`config.mk`:
```
export PLATFORM = sky130hd
export DESIGN_NAME = div_iter
export DESIGN_NICKNAME = d
export VERILOG_FILES = /design/src/rtl/div_iter_pkg.sv /design/src/rtl/div_step.sv /design/src/rtl/div_iter.sv
export SDC_FILE = /design/constraint.sdc
export NUM_CORES = 1
export LEC_CHECK = 0
export ABC_AREA = 1
export CAP_MARGIN = 20
export CORE_MARGIN = 2
export CORE_UTILIZATION = 53
export CTS_CLUSTER_SIZE = 25
export DETAILED_ROUTE_END_ITERATION = 16
export DONT_BUFFER_PORTS = 1
export GPL_TIMING_DRIVEN = 0
export MAX_ROUTING_LAYER = met4
export PLACE_DENSITY = 0.68
export SETUP_SLACK_MARGIN = 0.15
export SLEW_MARGIN = 20
export SYNTH_ARGS = -nofsm -noshare
export SYNTH_HDL_FRONTEND = slang
export SYNTH_SLANG_ARGS = --single-unit
export TNS_END_PERCENT = 100
```
`constraint.sdc`:
```
create_clock -name clk -period 21.4 [get_ports clk]
set_clock_uncertainty 0.05 [all_clocks]
set_input_delay 4.28 -clock clk [delete_from_list [all_inputs] [get_ports clk]]
set_output_delay 4.28 -clock clk [all_outputs]
set_load 0.01 [all_outputs]
```
`src/rtl/div_iter_pkg.sv`:
```
// div_iter_pkg: shared state encoding for the iterative divider
package div_iter_pkg;
   typedef enum logic [1:0] {
      DIV_IDLE = 2'd0,
      DIV_BUSY = 2'd1,
      DIV_DONE = 2'd2
   } divState_t;
endpackage

```
`src/rtl/div_step.sv`:
```
// div_step: one combinational restoring-division step
module div_step #(
   parameter int WIDTH = 32
) (
   input  logic [WIDTH-1:0] rIn,
   input  logic [WIDTH-1:0] qIn,
   input  logic [WIDTH-1:0] dIn,
   output logic [WIDTH-1:0] rOut,
   output logic [WIDTH-1:0] qOut
);
   logic [WIDTH:0] shifted;
   logic [WIDTH-1:0] diff;
   logic fits;
   assign shifted = {rIn, qIn[WIDTH-1]};
   assign fits = shifted >= {1'b0, dIn};
   assign diff = shifted[WIDTH-1:0] - dIn;
   assign rOut = fits ? diff : shifted[WIDTH-1:0];
   assign qOut = {qIn[WIDTH-2:0], fits};
endmodule

```
`src/rtl/div_iter.sv`:
```
// div_iter: iterative radix-2 restoring divider for DIV/DIVU; DIV_FAST_ZERO_EN skips iterations on a zero divisor
import div_iter_pkg::*;
module div_iter #(
   parameter int WIDTH = 32
) (
   input  logic               clk,
   input  logic               rst,
   input  logic               start,
   input  logic               signed_div,
   input  logic               annul,
   input  logic [WIDTH-1:0]   dividend,
   input  logic [WIDTH-1:0]   divisor,
   output logic [2*WIDTH-1:0] result,
   output logic               ready,
   output logic               stall_div
);
   localparam int CW = $clog2(WIDTH);
   divState_t state, nextState;
   logic [CW-1:0] cnt;
   logic [WIDTH-1:0] remReg, quoReg, divReg, dvdReg, remNext, quoNext, remFix, quoFix, magA, magB;
   logic [2*WIDTH-1:0] resultReg, fixedRes;
   logic signQ, signR, launch, lastStep, fastZero;
   div_step #(.WIDTH(WIDTH)) uStep (
      .rIn(remReg), .qIn(quoReg), .dIn(divReg), .rOut(remNext), .qOut(quoNext)
   );
`ifdef DIV_FAST_ZERO_EN
   assign fastZero = divisor == '0;
`else
   assign fastZero = 1'b0;
`endif
   assign launch = state == DIV_IDLE & start & ~annul;
   assign magA = (signed_div & dividend[WIDTH-1]) ? -dividend : dividend;
   assign magB = (signed_div & divisor[WIDTH-1]) ? -divisor : divisor;
   assign lastStep = cnt == CW'(WIDTH - 1);
   assign quoFix = signQ ? -quoReg : quoReg;
   assign remFix = signR ? -remReg : remReg;
   assign fixedRes = (divReg == '0) ? {dvdReg, {WIDTH{1'b1}}} : {remFix, quoFix};
   assign ready = state == DIV_DONE & ~annul;
   assign result = ready ? fixedRes : resultReg;
   assign stall_div = ~rst & (launch | state == DIV_BUSY);
   // state register
   always_ff @(posedge clk or posedge rst) begin
      if (rst) state <= DIV_IDLE;
      else state <= nextState;
   end
   // next state: annul wins everywhere, DONE always falls back to IDLE
   always_comb begin
      nextState = state;
      if (annul) nextState = DIV_IDLE;
      else if (state == DIV_IDLE && start) nextState = fastZero ? DIV_DONE : DIV_BUSY;
      else if (state == DIV_BUSY && lastStep) nextState = DIV_DONE;
      else if (state == DIV_DONE) nextState = DIV_IDLE;
   end
   // operand latch, one quotient bit per BUSY cycle, result capture on ready
   always_ff @(posedge clk or posedge rst) begin
      if (rst) begin
         cnt <= '0;
         remReg <= '0;
         quoReg <= '0;
         divReg <= '0;
         dvdReg <= '0;
         signQ <= 1'b0;
         signR <= 1'b0;
         resultReg <= '0;
      end else begin
         if (launch) begin
            cnt <= '0;
            remReg <= '0;
            quoReg <= magA;
            divReg <= magB;
            dvdReg <= dividend;
            signQ <= signed_div & (dividend[WIDTH-1] ^ divisor[WIDTH-1]);
            signR <= signed_div & dividend[WIDTH-1];
         end else if (state == DIV_BUSY) begin
            cnt <= cnt + CW'(1);
            remReg <= remNext;
            quoReg <= quoNext;
         end
         if (ready) resultReg <= fixedRes;
      end
   end
endmodule

```
==> results.md, run 1 <==
* Boundary pin count at 135
* CTS HTree Levels at 1
* Clock power frac at 21.4%
* Vias post-DR at 15.4k
* Tcrit/Tclk final at 49.4%
* Hold Path Class: flip-flop to flip-flop
* Crit end category: primary output
* Final setup TNS at 0 ns
* Die X at 171 µm
* Netlist cell types at 46
* Post-CTS Setup Inserts at 0
* Post-synth ARST share at 100%
* Routed Antenna Nets at 0
* GRT Total Usage at 37.4%
* Die area at 0.0292 mm²
* Global route overflow at 0
* DR WL/cell at 19.5 µm
* Synth Instances at 2294
* CTS resizes at 0
* Peak fanout along the critical path at 10
* Total iterations of the first detailed-routing run at 7
* Synth warn at 0
* Area Overhead vs Synth at 9.28%
* Starting DRT DRC Count at 1652
* Sw Share at 47.9%
* Number of enable flip-flop cells after synthesis at 0
* Final net count at 2430
* Worst Path Required at 17.07 ns
* Synthesized area per cell at 6.43 µm²
* Final Wtd Congestion at 0.991
* Final setup vio count at 0
* Routed WL at 53000 µm
* Die Y at 171 µm
* Power Dens Cells at 127 mW/mm²
* Post-synth top flop: dfrtp_1
* DP HPWL at 42700 µm
* CTS Root Cell: clkbuf_16
* Vias/cell at 5.65
* Path depth of the worst reg2reg path at 7
* Max Clk Rate at 94.6 MHz
* Seq/Total Area, Yosys at 34.1%
* Starting Density at 53.5%
* Peak supply drop at 0.0000711 V
* DRC at 0
* Worst-margin pin slew at 0.802 ns
* Fin crit period at 10.58 ns
* Pin count of the biggest net entering global routing at 103
* P_leak at 8.50 nW
* Global-route wire length before repair at 80600 µm
* Clock slew at reported path FFs at 0.06 ns
* Worst skew pair latency at 0.54 ns
* Synthesized cell area at 0.0147 mm²
* Port bufs at 0
* Hold depth at 2
* Worst Setup Start Kind: primary input
* Final Util at 58.5%
* Core Footprint at 0.0276 mm²
* WS Path Type: primary input to primary output
* Vias in the first global route at 14.2k
* CTS max path bufs at 3
* Fill cells at 2793
* ANT cells at 0
* WP data arrival at 6.25 ns
* Hold buffers post-CTS at 0
* Unrepaired setup endpoints after global routing: false
* Final Hold Viols at 0
* Most common cell after layout, fill and taps aside: nand2_1
* Share of cells above drive strength 1 at 5.13%
* Antenna violations before repair at 0
* Switch Pwr at 0.978 mW
* TritonCTS Sinks at 201
* Logic pwr share at 50.4%
* Yosys reg bits at 201
* TritonCTS Buffers at 25
* Syn_nets at 2402
* Max-Cap Viols at 0
* Most frequent cells in the layout: nand2_1 (735), inv_1 (329), nand3_1 (227)
* Count of pins over their slew limit at 0
* Status: complete, no violations
* Cell Rows at 61
* Slew headroom at 46.5%
* Flop pwr share at 28.2%
* TritonCTS clock tree: done
* Power Internal at 1.06 mW
==> power groups by stage <==
stage	clock network (mW)	logic (mW)	registers [mW]
finish	0.437	1.03	0.574
global route	0.453	1.15	0.581
CTS	0.439	1.01	0.568
detailed placement	0	0.999	0.574
global placement	0	0.984	0.572
floorplan	0	0.743	0.524
==> worst max-delay path, stage by stage <==
cell      delay, ns
nor2_1         0.10
nand2_1        0.27
clkinv_1       0.26
clkbuf_1       0.59
o21ai_0        0.17
o21ai_0        0.57
==> kinds of logic after synthesis <==
| kind of cell | after synthesis | synth area share (%) |
|---|---|---|
| DFF | 201 | 34.1 |
| buffers and inverters | 410 | 10.8 |
| AOI/OAI and AO/OA | 272 | 10.2 |
| xor gates and xnor gates | 58 | 3.45 |
| and+or+nand+nor | 1314 | 38.1 |
| adders and majority gates | 39 | 3.36 |
==> synthesized netlist by cell type (all sizes together) (17+ instances only) <==
cell type / number / area [µm²]
a21oi: 59 / 295
a31oi: 18 / 113
buf: 37 / 196
clkbuf: 38 / 143
dfrtp: 201 / 5030
ha: 38 / 475
inv: 333 / 1250
nand2: 743 / 2830
nand3: 229 / 1160
nand4: 40 / 250
nor2: 232 / 920
nor3: 29 / 171
o21ai: 154 / 771
xnor2: 17 / 149
xor2: 41 / 359
==> sequential cells by signal, summed over array words and instances (netlist names) <==
name and cells:
resultReg 64, signR 1, dvdReg 32, quoReg 32, state 2, divReg 32
signQ 1, remReg 32, cnt 5
==> worst paths after layout <==
kind / startpoint / end / slack, ns
min reg2reg: divReg[26] / divReg[26] / 0.44
min: divReg[26] / divReg[26] / 0.44
max in group asynchronous: rst / cnt[4] / 16.65
max reg2reg: signR / resultReg[40] / 18.73
max: annul / result[32] / 10.82
min in group asynchronous: rst / remReg[1] / 3.67
==> per-stage QoR <==
step / total power, mW / cell area, µm² / setup WS (ns) / hold slack, ns / cells
2_1_floorplan: 1.27 / 14700 / 11.59 / 0.399 / 2294
3_3_place_gp: 1.56 / 15200 / 9.37 / 0.419 / 2672
3_5_place_dp: 1.57 / 15300 / 10.86 / 0.424 / 2673
4_1_cts: 2.01 / 16100 / 10.86 / 0.438 / 2717
5_1_grt: 2.18 / 16100 / 10.59 / 0.451 / 2717
6_report: 2.04 / 16100 / 10.82 / 0.438 / 2717
==> layer usage <==
| metal | vias up | share of wire [%] | wire length, µm | track usage, % |
|---|---|---|---|---|
| met4 | 0 | 3.3 | 1770 | 10.9 |
| met1 | 7192 | 46 | 24400 | 54.0 |
| met5 | - | 0 | 0 | - |
| met3 | 90 | 11 | 5560 | 8.49 |
| li1 | 7362 | - | - | - |
| met2 | 720 | 40 | 21300 | 52.0 |
==> layout make-up <==
class | instances | area, µm² | share of cell area (%)
Clock inverter | 9 | 106 | 0.660
Inverter | 335 | 1260 | 7.85
Timing Repair Buffer | 1 | 27.5 | 0.171
Sequential cell | 201 | 5030 | 31.2
Clock buffer | 35 | 753 | 4.68
Tap cell | 378 | 473 | 2.94
Multi-Input combinational cell | 1683 | 8120 | 50.4
Buffer | 75 | 339 | 2.10
Power figures use the tool's default switching activity.
==> run 2, diff against run 1 <==
- PLACE_DENSITY: 0.68 -> 0.71
- clock period: 21.4 -> 9.63 ns (I/O delays scaled with it)
==> run 2 against run 1 <==
Routed wire length is 0.36% lower. Power increased by 120%. Die area unchanged. Non-clock buffer count stayed put. Setup slack got worse by 7.1 ns. Cell count unchanged. Design area decreased by 0.12%. Sequential share of layout area about the same. Critical path depth did not move. Flip-flop and latch count unchanged. Critical path type unchanged. Critical endpoint unchanged. Largest cell class unchanged. Highest routed layer unchanged.
==> results.md, run 2 (same netlist as run 1, synthesis figures left out) <==
* Status: complete, no violations
* Crit path buffers/inverters at 2
* Most common cell after layout, fill and taps aside: nand2_1
* Vias post-DR at 15.3k
* Reg area at 0.00503 mm²
* Largest delay share family, worst path: buffers and inverters
* Fill cells at 2748
* Final Hold Viols at 0
* Antenna violations before repair at 0
* DR WL/cell at 19.4 µm
* CP most frequent cell: o21ai_0
* Most frequent cells in the layout: nand2_1 (735), inv_1 (329), nand3_1 (227)
* Crit end category: primary output
* Unrepaired setup endpoints after global routing: false
* Boundary pin count at 135
* Vias in the first global route at 14.1k
* Ordered list of cells on the worst path: nor2_1, nand2_1, clkinv_1, clkbuf_1, o21ai_0, o21ai_0
* Share of cells above drive strength 1 at 5.09%
* TritonCTS Sinks at 201
* Global-route wire length before repair at 80200 µm
* CTS Root Cell: clkbuf_16
* Clock slew at reported path FFs at 0.06 ns
* Starting Density at 53.5%
* Peak fanout along the critical path at 10
* Final net count at 2430
* DRC at 0
* Global route overflow at 0
* Worst skew pair latency at 0.55 ns
* Non-Filler Instances at 2717
* Placed cells at 2673
* Core Footprint at 0.0276 mm²
* Routed Antenna Nets at 0
* Slowest stage delay, CP at 0.59 ns
* Hold Path Class: flip-flop to flip-flop
* CTS max path bufs at 3
* Die area at 0.0292 mm²
* WS Path Type: primary input to primary output
* Area Overhead vs Synth at 9.15%
* CTS resizes at 0
* Slew headroom at 49.2%
* Multi-input logic area at 0.00812 mm²
* TritonCTS Buffers at 25
* Tightest hold margin at 0.434 ns
* Count of pins over their slew limit at 0
* Hold buffers post-CTS at 0
* CTS HTree Levels at 1
* Max reg flops at 64
* Register name with the most flops: resultReg
* TritonCTS clock tree: done
* Die X at 171 µm
* Max Clk Rate at 168 MHz
* Max-Cap Viols at 0
* Power Total at 4.53 mW
* Worst Setup Start Kind: primary input
* Fin area at 0.0161 mm²
* Post-CTS Setup Inserts at 0
* Vias/cell at 5.62
* Cell Rows at 61
* Final setup TNS at 0 ns
* Area post-placement at 0.0153 mm²
* GRT Total Usage at 37.2%
* ANT cells at 0
* Tcrit/Tclk final at 61.8%
* Worst Path Required at 7.65 ns
* Worst-margin pin slew at 0.762 ns
* CP max stage cell: clkbuf_1
* Routed WL at 52800 µm
* Die Y at 171 µm
* Starting DRT DRC Count at 1564
* WP data arrival at 3.97 ns
* Power Dens Cells at 281 mW/mm²
* P_leak at 8.48 nW
* Final Wtd Congestion at 0.993
* Port bufs at 0
* Fin crit period at 5.95 ns
* Final setup vio count at 0
* Total iterations of the first detailed-routing run at 8
* DP HPWL at 42600 µm
* Pin count of the biggest net entering global routing at 104
* Peak supply drop at 0.000147 V
-- run 2: changes by cell type in the layout (fill, tap and decap cells not counted) --
cell / change
clkinvlp_4: +3
clkbuf_8: -2
clkinv_4: -2
clkbuf_1: +1
-- run 2: layout make-up --
cell class | count | share of cell area, %
Tap cell | 378 | 2.94
Sequential cell | 201 | 31.3
Multi-Input combinational cell | 1683 | 50.4
Clock buffer | 34 | 4.53
Buffer | 75 | 2.11
Clock inverter | 10 | 0.692
Inverter | 335 | 7.86
Timing Repair Buffer | 1 | 0.171
-- run 2: per-stage QoR --
stage          util [%]  setup WS [ns]
2_1_floorplan         -           2.17
3_3_place_gp       55.2        -0.0126
3_5_place_dp       55.4           3.72
4_1_cts            58.4           3.71
5_1_grt            58.4           3.51
6_report           58.4           3.68
-- run 2: worst paths after layout --
check | from | endpoint | slack (ns) | depth (start not counted)
worst max-delay path | annul | result[32] | 3.68 | 6
worst min-delay path | dvdReg[20] | dvdReg[20] | 0.43 | 2
worst max register to register | remReg[6] | remReg[27] | 6.94 | 13
worst min register to register | dvdReg[20] | dvdReg[20] | 0.43 | 2
max in group asynchronous | rst | resultReg[7] | 7.23 | 2
min in group asynchronous | rst | remReg[1] | 1.30 | 1
-- run 2: per-layer routing --
metal	routed length [µm]	track usage [%]
met4	1440	9.29
met2	21500	52.5
met3	5240	7.54
met1	24600	54.2
met5	0	-
-- run 2: worst register-to-register path, delay by kind of cell (launching register included) --
family	cells	cell delay, ns
and+or+nand+nor	11	1.40
DFF	1	0.50
buffers and inverters	1	0.17
adders and majority gates	1	0.45
-- run 2: report_power, final --
| part | leakage, nW | internal [mW] | switching, mW |
|---|---|---|---|
| Clock | 0.410 | 0.581 | 0.384 |
| Combinational | 5.52 | 0.743 | 1.54 |
| Sequential | 2.55 | 1.02 | 0.258 |
| Total | 8.48 | 2.35 | 2.18 |
==> run 3, diff against run 2 <==
- clock period: 9.63 -> 4.85 ns (I/O delays scaled with it)
==> run 3 against run 2 <==
Combinational power grew 100%. Die area is the same. Via count grew 0.60%. Core utilization grew 0.12 points. Cell count is the same. Setup slack lost 2.9 ns. First-iteration DRC count grew 7.5%. Sequential power grew 98%. Routed wire length grew 0.70%. Critical endpoint is now result[15]. Highest routed layer unchanged.
==> results.md, run 3 (same netlist as run 1, synthesis figures left out) <==
* P_leak at 8.50 nW
* Max Clk Rate at 244 MHz
* Fin area at 0.0161 mm²
* Setup ws final at 0.744 ns
* Vias/cell at 5.65
* Peak fanout along the critical path at 10
* Global-route wire length before repair at 80800 µm
* Die Y at 171 µm
* Total iterations of the first detailed-routing run at 5
* Register name with the most flops: resultReg
* Peak supply drop at 0.000331 V
* Final Hold Viols at 0
* Starting DRT DRC Count at 1682
* Most common cell after layout, fill and taps aside: nand2_1
* Core Footprint at 0.0276 mm²
* R2R Setup Slk at 2.08 ns
* Place WS at 0.845 ns
* Reg-to-Reg Start: divReg[0]
* Final Wtd Congestion at 0.994
* Port bufs at 0
* Clock slew at reported path FFs at 0.06 ns
* Final setup TNS at 0 ns
* Area Overhead vs Synth at 9.37%
* Share of cells above drive strength 1 at 5.00%
* Max reg flops at 64
* Routed Antenna Nets at 0
* Starting Density at 53.5%
* Die X at 171 µm
* Routed WL at 53100 µm
* Unrepaired setup endpoints after global routing: false
* Fin crit period at 4.11 ns
* Hold buffers post-CTS at 0
* WS Path Type: flip-flop to primary output
* CTS Root Cell: clkbuf_16
* Count of pins over their slew limit at 0
* Vias in the first global route at 14.2k
* Pin count of the biggest net entering global routing at 36
* WP data arrival at 3.09 ns
* Final setup vio count at 0
* DR WL/cell at 19.6 µm
* Most frequent cells in the layout: nand2_1 (735), inv_1 (329), nand3_1 (227)
* Worst Setup Start Kind: flip-flop
* Cell Rows at 61
* Post-CTS Setup Inserts at 0
* Boundary pin count at 135
* TritonCTS clock tree: done
* Die area at 0.0292 mm²
* Worst Path Required at 3.83 ns
* Worst-margin pin slew at 0.786 ns
* Crit end category: primary output
* Tcrit/Tclk final at 84.7%
* TritonCTS Buffers at 24
* Final net count at 2434
* Max-Cap Viols at 0
* TritonCTS Sinks at 201
* Status: complete, no violations
* Worst skew pair latency at 0.54 ns
* Power Dens Cells at 552 mW/mm²
* Final Util at 58.5%
* Area post-placement at 0.0153 mm²
* Path depth of the worst reg2reg path at 6
* Slew headroom at 47.6%
* Reg-to-Reg End: resultReg[15]
* DRC at 0
* Vias post-DR at 15.4k
* CTS resizes at 0
* Global route overflow at 0
* Hold Path Class: primary input to asynchronous set/reset pin
* DP HPWL at 43400 µm
* GRT Total Usage at 37.7%
* CTS max path bufs at 3
* CTS HTree Levels at 1
* Antenna violations before repair at 1
* ANT cells at 0
* Tightest hold margin at 0.331 ns
-- run 3: cell types whose count changed in the layout (fill, tap and decap cells not counted), sizes merged --
cell / delta
bufinv: -1
inv: -2
clkinvlp: -2
buf: +5
clkbuf: +2
clkinv: -2
-- run 3: per-layer routing --
metal	vias to the layer above	share of wire (%)	GRT usage [%]
met1	7213	46	54.7
met3	79	10	8.26
met4	0	2.9	10.1
met5	-	0	-
li1	7369	-	-
met2	697	41	52.7
-- run 3: power breakdown --
group	total, mW	switching, mW	internal (mW)
registers	2.54	0.514	2.03
clock network	1.79	0.713	1.07
logic	4.57	3.08	1.48
total	8.89	4.31	4.58
-- run 3: how the worst max path moves through the flow --
| stage | start | endpoint | slack [ns] | cells after the start |
|---|---|---|---|---|
| floorplan | rst | cnt[0] | 1.23 | 1 |
| global placement | rst | resultReg[0] | 0.13 | 1 |
| detailed placement | annul | result[32] | 0.85 | 6 |
| CTS | annul | result[32] | 0.85 | 6 |
| global route | annul | result[32] | 0.65 | 6 |
| finish | divReg[0] | result[15] | 0.74 | 6 |
-- run 3: area by class of cell --
type,instances,area [µm²]
Tap cell,378,473
Buffer,75,339
Inverter,335,1260
Sequential cell,201,5030
Clock inverter,3,51.3
Timing Repair Buffer,6,128
Multi-Input combinational cell,1683,8120
Fill cell,2747,11400
Clock buffer,36,726
-- run 3: worst max-delay path, cell delays in order, from the launching register on --
cell and delay [ns]:
dfrtp_1 0.47, nor4_1 0.35, nand4_1 0.23, nor2_4 0.49, nor2_1 0.33, buf_2 0.29
a31oi_1 0.38
-- run 3: metrics by stage --
step	power [mW]	std cells
6_report	8.89	2717
3_5_place_dp	6.97	2678
3_3_place_gp	6.89	2672
4_1_cts	8.77	2717
5_1_grt	9.54	2717
2_1_floorplan	5.59	2294
